`config.mk`:
```
export PLATFORM = sky130hd
export DESIGN_NAME = dev_bus_arbiter
export DESIGN_NICKNAME = d
export VERILOG_FILES = /design/src/rtl/dev_bus_arbiter.sv
export SDC_FILE = /design/constraint.sdc
export NUM_CORES = 1
export LEC_CHECK = 0
export ABC_AREA = 1
export ABC_CLOCK_PERIOD_IN_PS = 1700
export CORE_AREA = 5 5 120 122
export CTS_CLUSTER_SIZE = 12
export DETAILED_ROUTE_END_ITERATION = 6
export DIE_AREA = 0 0 125 127
export DONT_BUFFER_PORTS = 1
export PLACE_DENSITY = 0.3
export SLEW_MARGIN = 10
export SYNTH_ARGS = -nofsm -noshare
export SYNTH_HDL_FRONTEND = slang
export SYNTH_SLANG_ARGS = --single-unit
```
`constraint.sdc`:
```
create_clock -name clk -period 1.7 [get_ports clk]
set_clock_uncertainty 0.1 [all_clocks]
set_input_delay 0.17 -clock clk [delete_from_list [all_inputs] [get_ports clk]]
set_output_delay 0.17 -clock clk [all_outputs]
set_load 0.1 [all_outputs]
```
`src/rtl/dev_bus_arbiter.sv`:
```
// dev_bus_arbiter: two-master per-transaction arbiter for the shared devctrl bus.
// Optional transaction watchdog enabled by defining ARB_TIMEOUT_EN.
module dev_bus_arbiter #(
  parameter bit          FIXED_PRIO     = 1'b0,
  parameter logic [15:0] TIMEOUT_CYCLES = 16'd1024
) (
  input  logic        clk,
  input  logic        rst_n,
  input  logic        m0_enable_i,
  input  logic        m1_enable_i,
  input  logic        m0_write_i,
  input  logic        m1_write_i,
  input  logic [31:0] m0_addr_i,
  input  logic [31:0] m1_addr_i,
  input  logic [31:0] m0_dataSave_i,
  input  logic [31:0] m1_dataSave_i,
  input  logic [3:0]  m0_byteSelect_i,
  input  logic [3:0]  m1_byteSelect_i,
  output logic [31:0] m0_dataLoad_o,
  output logic [31:0] m1_dataLoad_o,
  output logic        m0_busy_o,
  output logic        m1_busy_o,
  output logic        devEnable_o,
  output logic        devWrite_o,
  output logic [31:0] devPhysicalAddr_o,
  output logic [31:0] devDataSave_o,
  output logic [3:0]  devByteSelect_o,
  input  logic [31:0] devDataLoad_i,
  input  logic        devBusy_i,
  output logic [1:0]  grant_o,
  output logic        timeout_o
);
  typedef enum logic [1:0] {IDLE, OWN0, OWN1} state_t;
  state_t state;
  logic last;
  logic own0, own1, en, done, tmo, pick1;
  assign own0 = state == OWN0;
  assign own1 = state == OWN1;
  assign en = own0 ? m0_enable_i : own1 & m1_enable_i;
  assign done = en & ~devBusy_i;
`ifdef ARB_TIMEOUT_EN
  logic [15:0] cnt;
  assign tmo = en & devBusy_i & (cnt == TIMEOUT_CYCLES - 16'd1);
`else
  logic unused_tc;
  assign unused_tc = ^TIMEOUT_CYCLES;
  assign tmo = 1'b0;
`endif
  // on a tie in round-robin mode, the master that did not own the bus last wins
  assign pick1 = m1_enable_i & (~m0_enable_i | (~FIXED_PRIO & ~last));
  assign devEnable_o = en & ~tmo;
  assign devWrite_o = own0 ? m0_write_i : own1 & m1_write_i;
  assign devPhysicalAddr_o = own0 ? m0_addr_i : own1 ? m1_addr_i : '0;
  assign devDataSave_o = own0 ? m0_dataSave_i : own1 ? m1_dataSave_i : '0;
  assign devByteSelect_o = own0 ? m0_byteSelect_i : own1 ? m1_byteSelect_i : '0;
  assign m0_busy_o = own0 ? m0_enable_i & devBusy_i & ~tmo : m0_enable_i;
  assign m1_busy_o = own1 ? m1_enable_i & devBusy_i & ~tmo : m1_enable_i;
  assign m0_dataLoad_o = own0 & done ? devDataLoad_i : own0 & tmo ? 32'hDEADBEEF : '0;
  assign m1_dataLoad_o = own1 & done ? devDataLoad_i : own1 & tmo ? 32'hDEADBEEF : '0;
  always_ff @(posedge clk or negedge rst_n) begin
    if (!rst_n) begin
      state <= IDLE;
      last <= 1'b1;
      grant_o <= 2'b00;
      timeout_o <= 1'b0;
`ifdef ARB_TIMEOUT_EN
      cnt <= '0;
`endif
    end else begin
      timeout_o <= tmo;
      if (state == IDLE) begin
`ifdef ARB_TIMEOUT_EN
        cnt <= '0;
`endif
        if (m0_enable_i | m1_enable_i) begin
          state <= pick1 ? OWN1 : OWN0;
          grant_o <= pick1 ? 2'b10 : 2'b01;
        end
      end else if (~en | ~devBusy_i | tmo) begin
        state <= IDLE;
        last <= own1;
        grant_o <= 2'b00;
      end
`ifdef ARB_TIMEOUT_EN
      else cnt <= cnt + 16'd1;
`endif
    end
  end
endmodule

```
; ---- After elaboration in Yosys (flattened, before gate mapping)
; Index checks and enable logic that the tools add are counted.
; Widths: inputs -> output; s select.
[op_classes]
eq_ne = 3
mux = 16
bitwise_logic = 16
reduce_logical = 4
[ops]
columns = op, count
row1 = $mux 32, 6
row2 = $and 1x1->1, 8
row3 = $mux 2, 4
row4 = $mux 4, 2
row5 = $not 1->1, 5
row6 = $mux 1, 4
row7 = $reduce_and 2->1, 2
row8 = $or 1x1->1, 3
row9 = $eq 2x1->1 const B, 1
row10 = $eq 2x2->1 const B, 1
row11 = $logic_not 2->1, 1
row12 = $ne 2x1->1 const B, 1
row13 = $reduce_bool 2->1, 1
[totals]
regBits = 3
inputBits = 175
out_inout_bits = 139
word_cells = 41

; ---- Logic depth before layout (Yosys ltp)
; Gate-level depths: netlist of run 1.
[depth]
word_depth = 7
depth_mapped = 8
mapped_depth_nobuf = 8

; ---- Worst setup path before layout of run 1
; No wires, ideal clock.
[synth_timing]
kind = register to output
startpoint = register, netlist name grant_o[0]
endpoint = output port m1_dataLoad_o[0]
arrival_ps = 3679
required_ps = 1430
setup_slack_ps = -2249
stages_incl_launch_ff = 6
path_buffers = 1
cell_sequence = dfrtp_1 nand3_1 nand2_1 nand3_1 buf_2 nor2_1
[synth_lines]
columns = element, line_no
row1 = to (decl), 20  ; output logic [31:0] m1_dataLoad_o,

==> impl_summary.md, run 1 <==
GRT
The first global-routing pass estimated 14.9 mm of wire. The number of antenna violations at the first check in global routing is 0. The global route total overflow is 0. The global-route usage over all layers is 11.8%. The pin count of the biggest net entering global routing is 24. The number of global-route vias before repair was 2277.

Power
In this run the power density over the cells is 2150 nW/um2. Summing internal, switching and leakage power gives 10.8 mW. The total leakage power is 2.12 nW. Across the VDD grid, the largest voltage drop is 0.00187 V.

Clock tree
The number of clock buffers added by TritonCTS is 3. Clock tree synthesis found a total of 3 sinks. TritonCTS built the clock tree. Clock latency on the worst-skew pair, taken at its later pin, is 0.22 ns.

CTS built an H-tree with a depth of 1. Clock-pin slew was measured on the worst setup and hold paths at 0.03 ns. The cell at the root of the clock tree is sky130_fd_sc_hd__clkbuf_16. The longest clock path from root to sink contains 2 buffers.

Placed design
The HPWL after detailed placement is 9.06 mm. Routability-driven placement finished with a final weighted congestion of 0.743. The total placed instance area is 4400 um2. The number of placed instances, taps included, is 481. Port buffering added 0 buffers.

Synthesis
Summing the areas of all compound-gate instances in the mapped netlist gives 48.0% of the synthesized area. The number of warnings issued by yosys is 0. After synthesis, the mean cell area works out to 5.95 um2. By area, the combinational part of the netlist is dominated by compound AO/OA/AOI/OAI gates. Counting every net in the synthesized netlist gives 395. The synthesized design contains 3 register bits. The share of synthesized cell area in and, or, nand and nor gates is 26.5%. The gate count of the mapped netlist is 220. The synthesized netlist devotes 0% of its cell area to adder and majority cells. The sequential-to-total area share from yosys stat is 5.83%. The xor/xnor cell area share of the yosys netlist is 0%. The netlist uses 15 different library cells. The portion of synthesized area spent on multiplexers is 0%. The synthesized netlist occupies a cell area of 1310 um2.

Run status
The final reports fail on hold timing, setup timing. The flow ran to the end, but the final reports show violations.

Floorplanning
For this configuration, the core starts out at a cell density of 10.0%. In this run the core area contains 42 standard-cell rows. The count of pins on the block boundary is 314. The overall die width is 125 um. The floorplan step defined a die boundary enclosing 15900 um2. The die outline height is 127 um. After floorplanning, the core was sized to cover 13100 um2.

Final layout
The filler cell count is 1183. The area growth from synthesis to layout is 283%. In the layout the commonest cells are 90 x sky130_fd_sc_hd__buf_12, 69 x sky130_fd_sc_hd__a22o_4, 66 x sky130_fd_sc_hd__nor2_4, 35 x sky130_fd_sc_hd__inv_1, 13 x sky130_fd_sc_hd__buf_4.

Once layout is complete, the utilization of the core stands at 38.4%. The post-route cell area is 5020 um2. 0 antenna diodes ended up in the layout. The final net count is 510. The library cell used most frequently in the layout, excluding fill and tap cells, is sky130_fd_sc_hd__buf_12. In the final layout, the share of cells above drive strength 1 is 83.5%. The final standard cell count with taps included and fillers excluded is 510.

Routing
After detailed routing, the average wire length per cell comes to 21.1 um. The final wirelength is 10.8 mm. The detailed router's first-iteration violation count is 29. The count of nets left with antenna violations once routing finished came out at 0. The total number of vias is 2154. The number of remaining DRC errors is 0. The first detailed-routing pass ran for 4 iterations. The average vias per placed instance is 4.22.

Setup path
The data required time at the worst endpoint is 1.43 ns. The buffer and inverter count on the worst path is 5. The critical setup path kind is flop to output port. The worst path arrival time is 1.70 ns. The signal on the critical path passes through inv_4 > nor2_4 > buf_6 > clkbuf_16 > buf_12 > a22o_4 > buf_12.

The critical path launch point type is a flop. Among the stages of the critical path, the cell type that occurs most often is sky130_fd_sc_hd__buf_12. In this design, the largest share of critical-path delay is due to buffers and inverters. The worst-path cell with the longest stage delay is sky130_fd_sc_hd__dfrtp_4. STA classifies the critical path endpoint as an output port. The highest fanout seen on the critical path is 8. The longest individual stage delay on the worst path is 0.50 ns.

Timing
The smallest setup slack after layout is -0.266 ns. The worst path uses 116% of the clock period. The number of pins exceeding their max-slew limit in the final report is 0. Setup violations remaining at the end of the flow were counted as 135. Setup repair after global routing could not meet its margin everywhere.

The smallest hold slack is -0.00215 ns. After routing, the total negative slack on setup checks comes to -28.08 ns. The final hold violation count is 2. The worst path in the final design needs a cycle of 1.97 ns, including I/O delays and setup. The top achievable clock speed is 509 MHz.

Hold path
The classification of the worst-slack hold path is input pin to flop.

Run
Across the run, the number of max-cap violations was 0.
worst paths after layout:
check / slack, ns / to / cells after the start / start
worst max register to register: 0.03 / grant_o[0] / 9 / grant_o[0]
worst min-delay path: -0.002 / grant_o[0] / 2 / m0_enable_i
min in group asynchronous: 0.12 / grant_o[1] / 1 / rst_n
worst min register to register: 0.36 / last / 2 / last
worst max-delay path: -0.27 / devDataSave_o[29] / 7 / grant_o[0]
max in group asynchronous: 1.15 / last / 1 / rst_n
report_power, final:
part           switching, mW  internal [mW]
clock network         0.0668          0.310
registers             0.0446          0.124
logic                   7.12           3.15
worst register-to-register path: stages, from the launching register on:
cell and delay, ns:
sky130_fd_sc_hd__dfrtp_4 0.50, sky130_fd_sc_hd__inv_4 0.09, sky130_fd_sc_hd__nand3_4 0.09, sky130_fd_sc_hd__nand2_8 0.10, sky130_fd_sc_hd__buf_4 0.31, sky130_fd_sc_hd__nand2_1 0.12
sky130_fd_sc_hd__nand2_1 0.10, sky130_fd_sc_hd__nand2_1 0.06, sky130_fd_sc_hd__nand2_1 0.06, sky130_fd_sc_hd__nand2_1 0.04
cell type report:
cell class              instances  area, um2  area share [%]
clock buffers                   4       78.8            1.57
inverters                      37        144            2.87
multi-input cells             159       2130            42.5
flip-flops and latches          3       83.8            1.67
well taps                     176        220            4.39
repair buffers                131       2360            47.0
Yosys cell counts:
cell type	instances	area (um2)
sky130_fd_sc_hd__nor2_1	65	244
sky130_fd_sc_hd__conb_1	1	3.75
sky130_fd_sc_hd__o21ai_0	2	10.0
sky130_fd_sc_hd__nand2_1	12	45.0
sky130_fd_sc_hd__dfstp_2	1	26.3
sky130_fd_sc_hd__a22o_1	69	604
sky130_fd_sc_hd__nand3_2	1	10.0
sky130_fd_sc_hd__nor2_4	2	22.5
sky130_fd_sc_hd__buf_2	17	85.1
sky130_fd_sc_hd__nand3_1	5	25.0
sky130_fd_sc_hd__a21boi_0	2	15.0
sky130_fd_sc_hd__inv_1	35	131
sky130_fd_sc_hd__dfrtp_1	2	50.1
sky130_fd_sc_hd__buf_4	4	30.0
sky130_fd_sc_hd__inv_2	2	7.51
metal layers:
metal | vias up | wire, um | track usage (%)
li1 | 984 | - | -
met1 | 996 | 3970 | 13.2
met2 | 172 | 5680 | 21.3
met3 | 2 | 1080 | 5.01
met4 | 0 | 47 | 1.47
met5 | - | 0 | 0
through the flow:
| step | hold WS (ns) | setup WS (ns) |
|---|---|---|
| after floorplan | -0.226 | -0.529 |
| after global placement | -0.225 | -0.0316 |
| after detailed placement | -0.225 | -0.0393 |
| after CTS | 0.00107 | -0.260 |
| after global routing | 0.0102 | -0.314 |
| final | -0.00215 | -0.266 |
state kept, by name, summed over array words and instances, names as in the netlist:
| register | count |
|---|---|
| last | 1 |
| grant_o | 2 |
cells by family after synthesis:
| group | Yosys count |
|---|---|
| AND/OR/NAND/NOR | 85 |
| AO/OA/AOI/OAI | 73 |
| buffers and inverters | 58 |
| flip-flops | 3 |
| other | 1 |
repair_timing:
action	4_1_cts	5_1_grt
endpoints found under the hold margin	4	0
cloned	1	7
pin swaps	23	31
hold buffers	3	0
buffers inserted	10	6
gates resized for setup	23	25
endpoints found under the setup margin	136	136
(Power assumes the default switching activity.)
==> inputs of run 2 (changes only) <==
Settings changed: ABC_CLOCK_PERIOD_IN_PS 1700 to 2350, SKIP_LAST_GASP set to 1.
Clock period 1.7 ns to 2.35 ns, I/O delays scaled along.
==> impl_summary.md, run 2 (same netlist as run 1, synthesis figures left out) <==
Timing
Unrepaired setup endpoints after global routing: false (was true). Based on the critical path, the design can be clocked at up to 440 MHz. The number of pins exceeding their max-slew limit in the final report is 0 (unchanged).

The sum of negative setup slack came to 0 ns (was -28.08 ns). The smallest setup slack after layout is 0.0759 ns (was -0.266 ns). The final hold violation count is 0 (was 2). After layout, the worst path uses 96.8% of the clock period.

The smallest hold slack came to 0.0610 ns (was -0.00215 ns). The clock period minus worst slack is 2.27 ns. The total setup violations reported at the end of the flow was 0 (was 135).

Final layout
The final net count came to 522 (was 510). Registers with the most flip-flops: grant_o (2), last (1) (unchanged). The layout cell share with drive strength beyond 1 is 64.5% (was 83.5%). The antenna diode count is 0 (unchanged). The flip-flop count of the largest register after layout is 2 (unchanged).

Highest-count cells in the layout ignoring fill and taps: 136 x sky130_fd_sc_hd__buf_12, 69 x sky130_fd_sc_hd__a22o_1, 65 x sky130_fd_sc_hd__nor2_4, 35 x sky130_fd_sc_hd__inv_1, 11 x sky130_fd_sc_hd__nand2_1 (was 90 x sky130_fd_sc_hd__buf_12, 69 x sky130_fd_sc_hd__a22o_4, 66 x sky130_fd_sc_hd__nor2_4, 35 x sky130_fd_sc_hd__inv_1, 13 x sky130_fd_sc_hd__buf_4). The post-route cell area was 4850 um2 (was 5020 um2). The final standard cell count with taps included and fillers excluded came to 522 (was 510).

The utilization of the core after routing was 37.0% (was 38.4%). The most frequent standard cell in the layout excluding fill and tap cells is sky130_fd_sc_hd__buf_12 (unchanged). The synthesis-to-finish area growth came to 270% (was 283%). The largest register by flop count is grant_o (unchanged).

Placed design
The final weighted congestion in routability-driven placement came to 0.835 (was 0.743). The post-placement worst setup slack is 0.279 ns (was -0.0393 ns). The total placed instance area is 4710 um2 (was 4400 um2). The half-perimeter wire length after detailed placement was 8.91 mm (was 9.06 mm).

The number of I/O port buffers was 0 (unchanged). The number of placed instances, taps included is 516 (was 481).

Setup path
The worst setup path startpoint is grant_o[1] (was grant_o[0]). The data required time at the worst endpoint was 2.02 ns (was 1.43 ns). The slack of the worst reg-to-reg path is 0.80 ns (was 0.03 ns). The critical setup path kind is flop to output port (unchanged). The longest individual stage delay on the worst path is 0.50 ns (about the same). The buffer and inverter count on the worst path is 3 (was 5). The type of element capturing the critical path was an output port (unchanged).

The highest fanout seen on the critical path is 16 (was 8). The kind of cell adding the most delay to the critical path is simple AND/OR/NAND/NOR gates (was buffers and inverters). The startpoint of the lowest-slack register-to-register path is grant_o[1] (was grant_o[0]). The worst-path cell with the longest stage delay is sky130_fd_sc_hd__dfrtp_4 (unchanged). The worst path arrival time is 1.94 ns (was 1.70 ns). The worst-case reg-to-reg path depth is 8 (was 9). Cell Chain, Critical Path: inv_2 > nand3_2 > nand2_8 > nand3_4 > clkbuf_16 > nor2_4 > buf_12 (was inv_4 > nor2_4 > buf_6 > clkbuf_16 > buf_12 > a22o_4 > buf_12).

The number of logic stages on the critical path including buffering is 7 (unchanged). The critical path launch point type is a flop (unchanged).

Hold path
The startpoint of the worst hold path is m0_enable_i (unchanged). The classification of the worst-slack hold path is input pin to flop (unchanged). The instance count along the most critical hold path was 2 (unchanged).

GRT
The global-route usage over all layers is 11.4% (was 11.8%). The global route total overflow is 0 (unchanged). The number of antenna violations at the first check in global routing is 0 (unchanged). The pin count of the biggest net entering global routing came to 73 (was 24). The number of global-route vias before repair is 2335 (was 2277). The wire length of the first global-routing pass was 14.6 mm (was 14.9 mm).

Clock tree
The cell at the root of the clock tree is sky130_fd_sc_hd__clkbuf_16 (unchanged). The TritonCTS clock tree is done (unchanged). The total CTS buffers is 3 (unchanged).

The source-to-sink clock delay at the later pin of the worst-skew pair is 0.23 ns (was 0.22 ns). The maximum count of clock buffers along a single path was 2 (unchanged). The clock-pin transition on the worst setup and hold timing paths is 0.03 ns (about the same). The H-tree depth came to 1 (unchanged). The buffers inserted during post-CTS setup optimization came to 0 (was 10). The number of sinks on the clock net came to 3 (unchanged).

Routing
The count of nets left with antenna violations after detail routing is 0 (unchanged). The number of remaining DRC errors is 0 (unchanged). The average detailed-routed wire length per instance is 19.5 um (was 21.1 um).

The average vias per placed instance is 4.25 (was 4.22). The detailed router's first-iteration violation count is 80 (was 29). The number of iterations in the first detailed-routing pass is 4 (unchanged). The total number of vias is 2216 (was 2154). The final wirelength was 10.2 mm (was 10.8 mm).

Power
The post-layout total power is 7.94 mW (was 10.8 mW). The total leakage power is 1.91 nW (was 2.12 nW). The cell internal power dissipation was 2.72 mW (was 3.59 mW). The part of the total power dissipated in the clock network is 3.5% (about the same). The maximum ir drop on the vdd rail is 0.00106 V (was 0.00187 V). The power density of the placed cells is 1640 nW/um2 (was 2150 nW/um2). The share of power burned in registers is 1.6% (about the same). The total net switching power is 5.21 mW (was 7.23 mW). The combinational share of power was 94.9% (was 95.0%).

The net switching fraction of the power was 65.7% (was 66.8%).

Floorplanning
The die outline height is 127 um (unchanged). The count of pins on the block boundary was 314 (unchanged). The core area was 13100 um2 (unchanged). The number of standard-cell rows in the floorplan came to 42 (unchanged).

The effective utilization at floorplan is 10.0% (unchanged). The overall die area is 15900 um2 (unchanged). The overall die width is 125 um (unchanged).

Run status
Run status: completed (was finished with violations).

Run
The max-capacitance violation count came to 0 (unchanged).
==> run 2: changes by cell type in the layout (fill, tap and decap cells not counted), sizes merged <==
cell / delta
dlygate4sd3: -1
buf: +18
clkbuf: -5
==> run 2: routing by layer <==
| layer | up-vias | track usage (%) | routed length (um) |
|---|---|---|---|
| met3 | 8 | 2.75 | 775 |
| met5 | - | 0 | 0 |
| met4 | 0 | 1.79 | 146 |
| met2 | 162 | 22.5 | 5860 |
| li1 | 1006 | - | - |
| met1 | 1040 | 12.5 | 3390 |
==> run 2: area by class of cell <==
cell class,instances,area (um2)
tap,176,220
timing repair buffer,143,2820
inverter,37,139
fill,1234,8240
clock buffer,4,78.8
multi-input combinational,159,1510
sequential,3,83.8
==> run 2: worst reg2reg max path, stage by stage, from the launching register on <==
cell and delay, ns:
sky130_fd_sc_hd__dfrtp_4 0.50, sky130_fd_sc_hd__inv_2 0.11, sky130_fd_sc_hd__nand3_2 0.13, sky130_fd_sc_hd__nand2_8 0.23, sky130_fd_sc_hd__nand2_1 0.11, sky130_fd_sc_hd__nand2_1 0.09, sky130_fd_sc_hd__nand2_1 0.06, sky130_fd_sc_hd__nand2_1 0.06
sky130_fd_sc_hd__nand2_1 0.05
==> run 2: power by group through the flow <==
stage | clock, mW | sequential [mW] | combinational, mW
2_1_floorplan | 0 | 0.219 | 4.82
3_3_place_gp | 0 | 0.119 | 7.54
3_5_place_dp | 0 | 0.122 | 7.55
4_1_cts | 0.279 | 0.122 | 7.57
5_1_grt | 0.285 | 0.131 | 7.73
6_report | 0.275 | 0.127 | 7.53
==> run 2: path summary, 6_finish.rpt <==
| path | endpoint |
|---|---|
| setup / recovery | m0_dataLoad_o[21] |
| hold / removal | grant_o[0] |
| setup reg to reg | grant_o[0] |
| hold reg to reg | last |
| max in group asynchronous | last |
| min in group asynchronous | grant_o[0] |
==> run 2: timing repair <==
action                                  CTS  global route
endpoints found under the hold margin     3             0
gates resized for setup                   0             4
hold buffers                              1             0
endpoints found under the setup margin    0            37
==> inputs of run 3 (changes only) <==
Settings changed: CELL_PAD_IN_SITES_DETAIL_PLACEMENT set to 1, CELL_PAD_IN_SITES_GLOBAL_PLACEMENT set to 1, CORE_AREA 5 5 120 122 to 5 5 119 121, DIE_AREA 0 0 125 127 to 0 0 124 126.
==> impl_summary.md, run 3 (same netlist as run 1, synthesis figures left out) <==
Setup path
The critical path launch point type is a flop (unchanged). The slack of the worst reg-to-reg path is 0.81 ns (was 0.80 ns). The critical setup path kind is flop to output port (unchanged). The buffer and inverter count on the worst path was 3 (unchanged). The kind of cell adding the most delay to the critical path is simple AND/OR/NAND/NOR gates (unchanged).

The worst path arrival time is 1.91 ns (was 1.94 ns). Cell Chain, Critical Path: inv_2 > nand3_2 > nand2_8 > nand3_4 > buf_12 > nor2_4 > buf_12 (was inv_2 > nand3_2 > nand2_8 > nand3_4 > clkbuf_16 > nor2_4 > buf_12). The highest fanout seen on the critical path is 32 (was 16). The type of element capturing the critical path is an output port (unchanged).

The worst-path cell with the longest stage delay was sky130_fd_sc_hd__dfrtp_4 (unchanged). The critical path's most frequent cell is sky130_fd_sc_hd__buf_12. The data required time at the worst endpoint is 2.02 ns (about the same).

The longest individual stage delay on the worst path was 0.50 ns (about the same).

Power
The power density of the placed cells is 1640 nW/um2 (about the same). The total leakage power is 1.92 nW (was 1.91 nW). The maximum ir drop on the vdd rail was 0.000919 V (was 0.00106 V).

Clock tree
The TritonCTS clock tree is done (unchanged). The number of sinks on the clock net was 3 (unchanged). The H-tree depth is 1 (unchanged). The clock-pin transition on the worst setup and hold timing paths is 0.03 ns (about the same). The total CTS buffers is 3 (unchanged). The source-to-sink clock delay at the later pin of the worst-skew pair is 0.23 ns (about the same). The maximum count of clock buffers along a single path is 2 (unchanged). The cell at the root of the clock tree was sky130_fd_sc_hd__clkbuf_16 (unchanged).

Timing
The number of pins exceeding their max-slew limit in the final report came to 0 (unchanged). The total setup violations reported at the end of the flow is 0 (unchanged). The final hold violation count is 0 (unchanged). The final cycle utilization of the critical path is 95.7% (was 96.8%). Unrepaired setup endpoints after global routing: false (unchanged). The clock period minus worst slack is 2.25 ns (was 2.27 ns).

The top achievable clock speed is 445 MHz (was 440 MHz).

Floorplanning
The number of standard-cell rows in the floorplan is 42 (unchanged). The overall die width is 124 um (was 125 um). The count of pins on the block boundary was 314 (unchanged).

The die outline height came to 126 um (was 127 um). The core area came to 13000 um2 (was 13100 um2). The overall die area is 15600 um2 (was 15900 um2).

The effective utilization at floorplan was 10.1% (was 10.0%).

Routing
The average detailed-routed wire length per instance came to 22.5 um (was 19.5 um). The number of remaining DRC errors is 0 (unchanged). The count of nets left with antenna violations after detail routing is 0 (unchanged). The detailed router's first-iteration violation count is 53 (was 80). The number of iterations in the first detailed-routing pass is 4 (unchanged). The total number of vias was 2187 (was 2216). The final wirelength was 11.8 mm (was 10.2 mm). The average vias per placed instance is 4.16 (was 4.25).

Run status
Run status: completed (unchanged).

Placed design
The half-perimeter wire length after detailed placement is 10.5 mm (was 8.91 mm). The final weighted congestion in routability-driven placement came to 0.765 (was 0.835). The total placed instance area is 4720 um2 (was 4710 um2). The number of placed instances, taps included was 517 (was 516).

The number of I/O port buffers is 0 (unchanged).

GRT
The global route total overflow was 0 (unchanged). The global-route usage over all layers is 13.8% (was 11.4%). The wire length of the first global-routing pass was 16.4 mm (was 14.6 mm).

The number of antenna violations at the first check in global routing was 3 (was 0). The pin count of the biggest net entering global routing was 73 (unchanged). The number of global-route vias before repair is 2390 (was 2335).

Final layout
The layout cell share with drive strength beyond 1 is 64.6% (was 64.5%). The synthesis-to-finish area growth is 271% (was 270%). The most frequent standard cell in the layout excluding fill and tap cells is sky130_fd_sc_hd__buf_12 (unchanged).

The post-route cell area is 4860 um2 (was 4850 um2). The final standard cell count with taps included and fillers excluded is 526 (was 522). The largest register by flop count is grant_o (unchanged).

Registers with the most flip-flops: grant_o (2), last (1) (unchanged). Highest-count cells in the layout ignoring fill and taps: 136 x sky130_fd_sc_hd__buf_12, 69 x sky130_fd_sc_hd__a22o_1, 64 x sky130_fd_sc_hd__nor2_4, 35 x sky130_fd_sc_hd__inv_1, 11 x sky130_fd_sc_hd__nand2_1 (was 136 x sky130_fd_sc_hd__buf_12, 69 x sky130_fd_sc_hd__a22o_1, 65 x sky130_fd_sc_hd__nor2_4, 35 x sky130_fd_sc_hd__inv_1, 11 x sky130_fd_sc_hd__nand2_1). The flip-flop count of the largest register after layout is 2 (unchanged). The filler cell count is 1397 (was 1234). The final net count was 523 (was 522).

Run
The max-capacitance violation count came to 0 (unchanged).

Hold path
The classification of the worst-slack hold path is input pin to flop (unchanged).
==> run 3: changes by cell type in the layout (fill, tap and decap cells not counted) <==
cell	previous run	this run
sky130_fd_sc_hd__diode_2	0	3
sky130_fd_sc_hd__nor2_4	65	64
sky130_fd_sc_hd__buf_4	4	5
sky130_fd_sc_hd__nor2_2	1	2
==> run 3: worst register-to-register path: cells and delay by family, from the launching register on <==
family / cells / cell delay, ns
simple gates: 7 / 0.73
flops: 1 / 0.50
buf+inv: 1 / 0.10
==> run 3: final cells by class <==
cell class	instances	area, um2	area share, %
Antenna cell	3	7.51	0.155
Clock buffer	4	78.8	1.62
Inverter	37	139	2.86
Multi-Input combinational cell	159	1500	31.0
Sequential cell	3	83.8	1.73
Tap cell	176	220	4.53
Timing Repair Buffer	144	2820	58.1
==> run 3: stage by stage <==
| stage | util, % | worst slack [ns] | setup TNS, ns | power (mW) | hold WS (ns) |
|---|---|---|---|---|---|
| final | 37.4 | 0.101 | 0 | 7.96 | 0.0539 |
| after global routing | 37.4 | 0.0332 | 0 | 8.18 | 0.0675 |
| after CTS | 37.0 | 0.0115 | 0 | 8.02 | 0.0545 |
| after detailed placement | 36.3 | 0.246 | 0 | 7.72 | -0.160 |
| after global placement | 36.3 | 0.301 | 0 | 7.70 | -0.160 |
| after floorplan | - | -0.154 | -1.29 | 5.04 | -0.161 |
==> run 3: repair_timing <==
action	in CTS	in global routing
hold endpoints to repair	3	0
endpoints found under the setup margin	2	62
cloned	0	1
resized for setup	0	3
pin swaps	1	1
setup buffers	0	0
hold buffers	1	0
==> run 3: worst paths after layout <==
| path | startpoint | endpoint | cells after the start |
|---|---|---|---|
| worst max-delay path | grant_o[0] | m1_dataLoad_o[0] | 7 |
| worst min-delay path | m0_enable_i | grant_o[0] | 2 |
| worst max register to register | grant_o[0] | grant_o[0] | 8 |
| worst min register to register | last | last | 2 |
| max in group asynchronous | rst_n | last | 1 |
| min in group asynchronous | rst_n | grant_o[0] | 1 |
==> run 3: power by group <==
part	internal, mW	switching, mW	total, mW
clock	0.224	0.0520	0.276
sequential	0.0898	0.0314	0.121
combinational	2.42	5.15	7.57
total	2.73	5.23	7.96
==> run 3: layer usage <==
metal / vias up / routed length [um] / track usage [%]
met2: 135 / 6680 / 26.7
li1: 1017 / - / -
met4: 0 / 104 / 3.29
met5: - / 0 / 0
met3: 7 / 1240 / 4.08
met1: 1028 / 3800 / 14.3
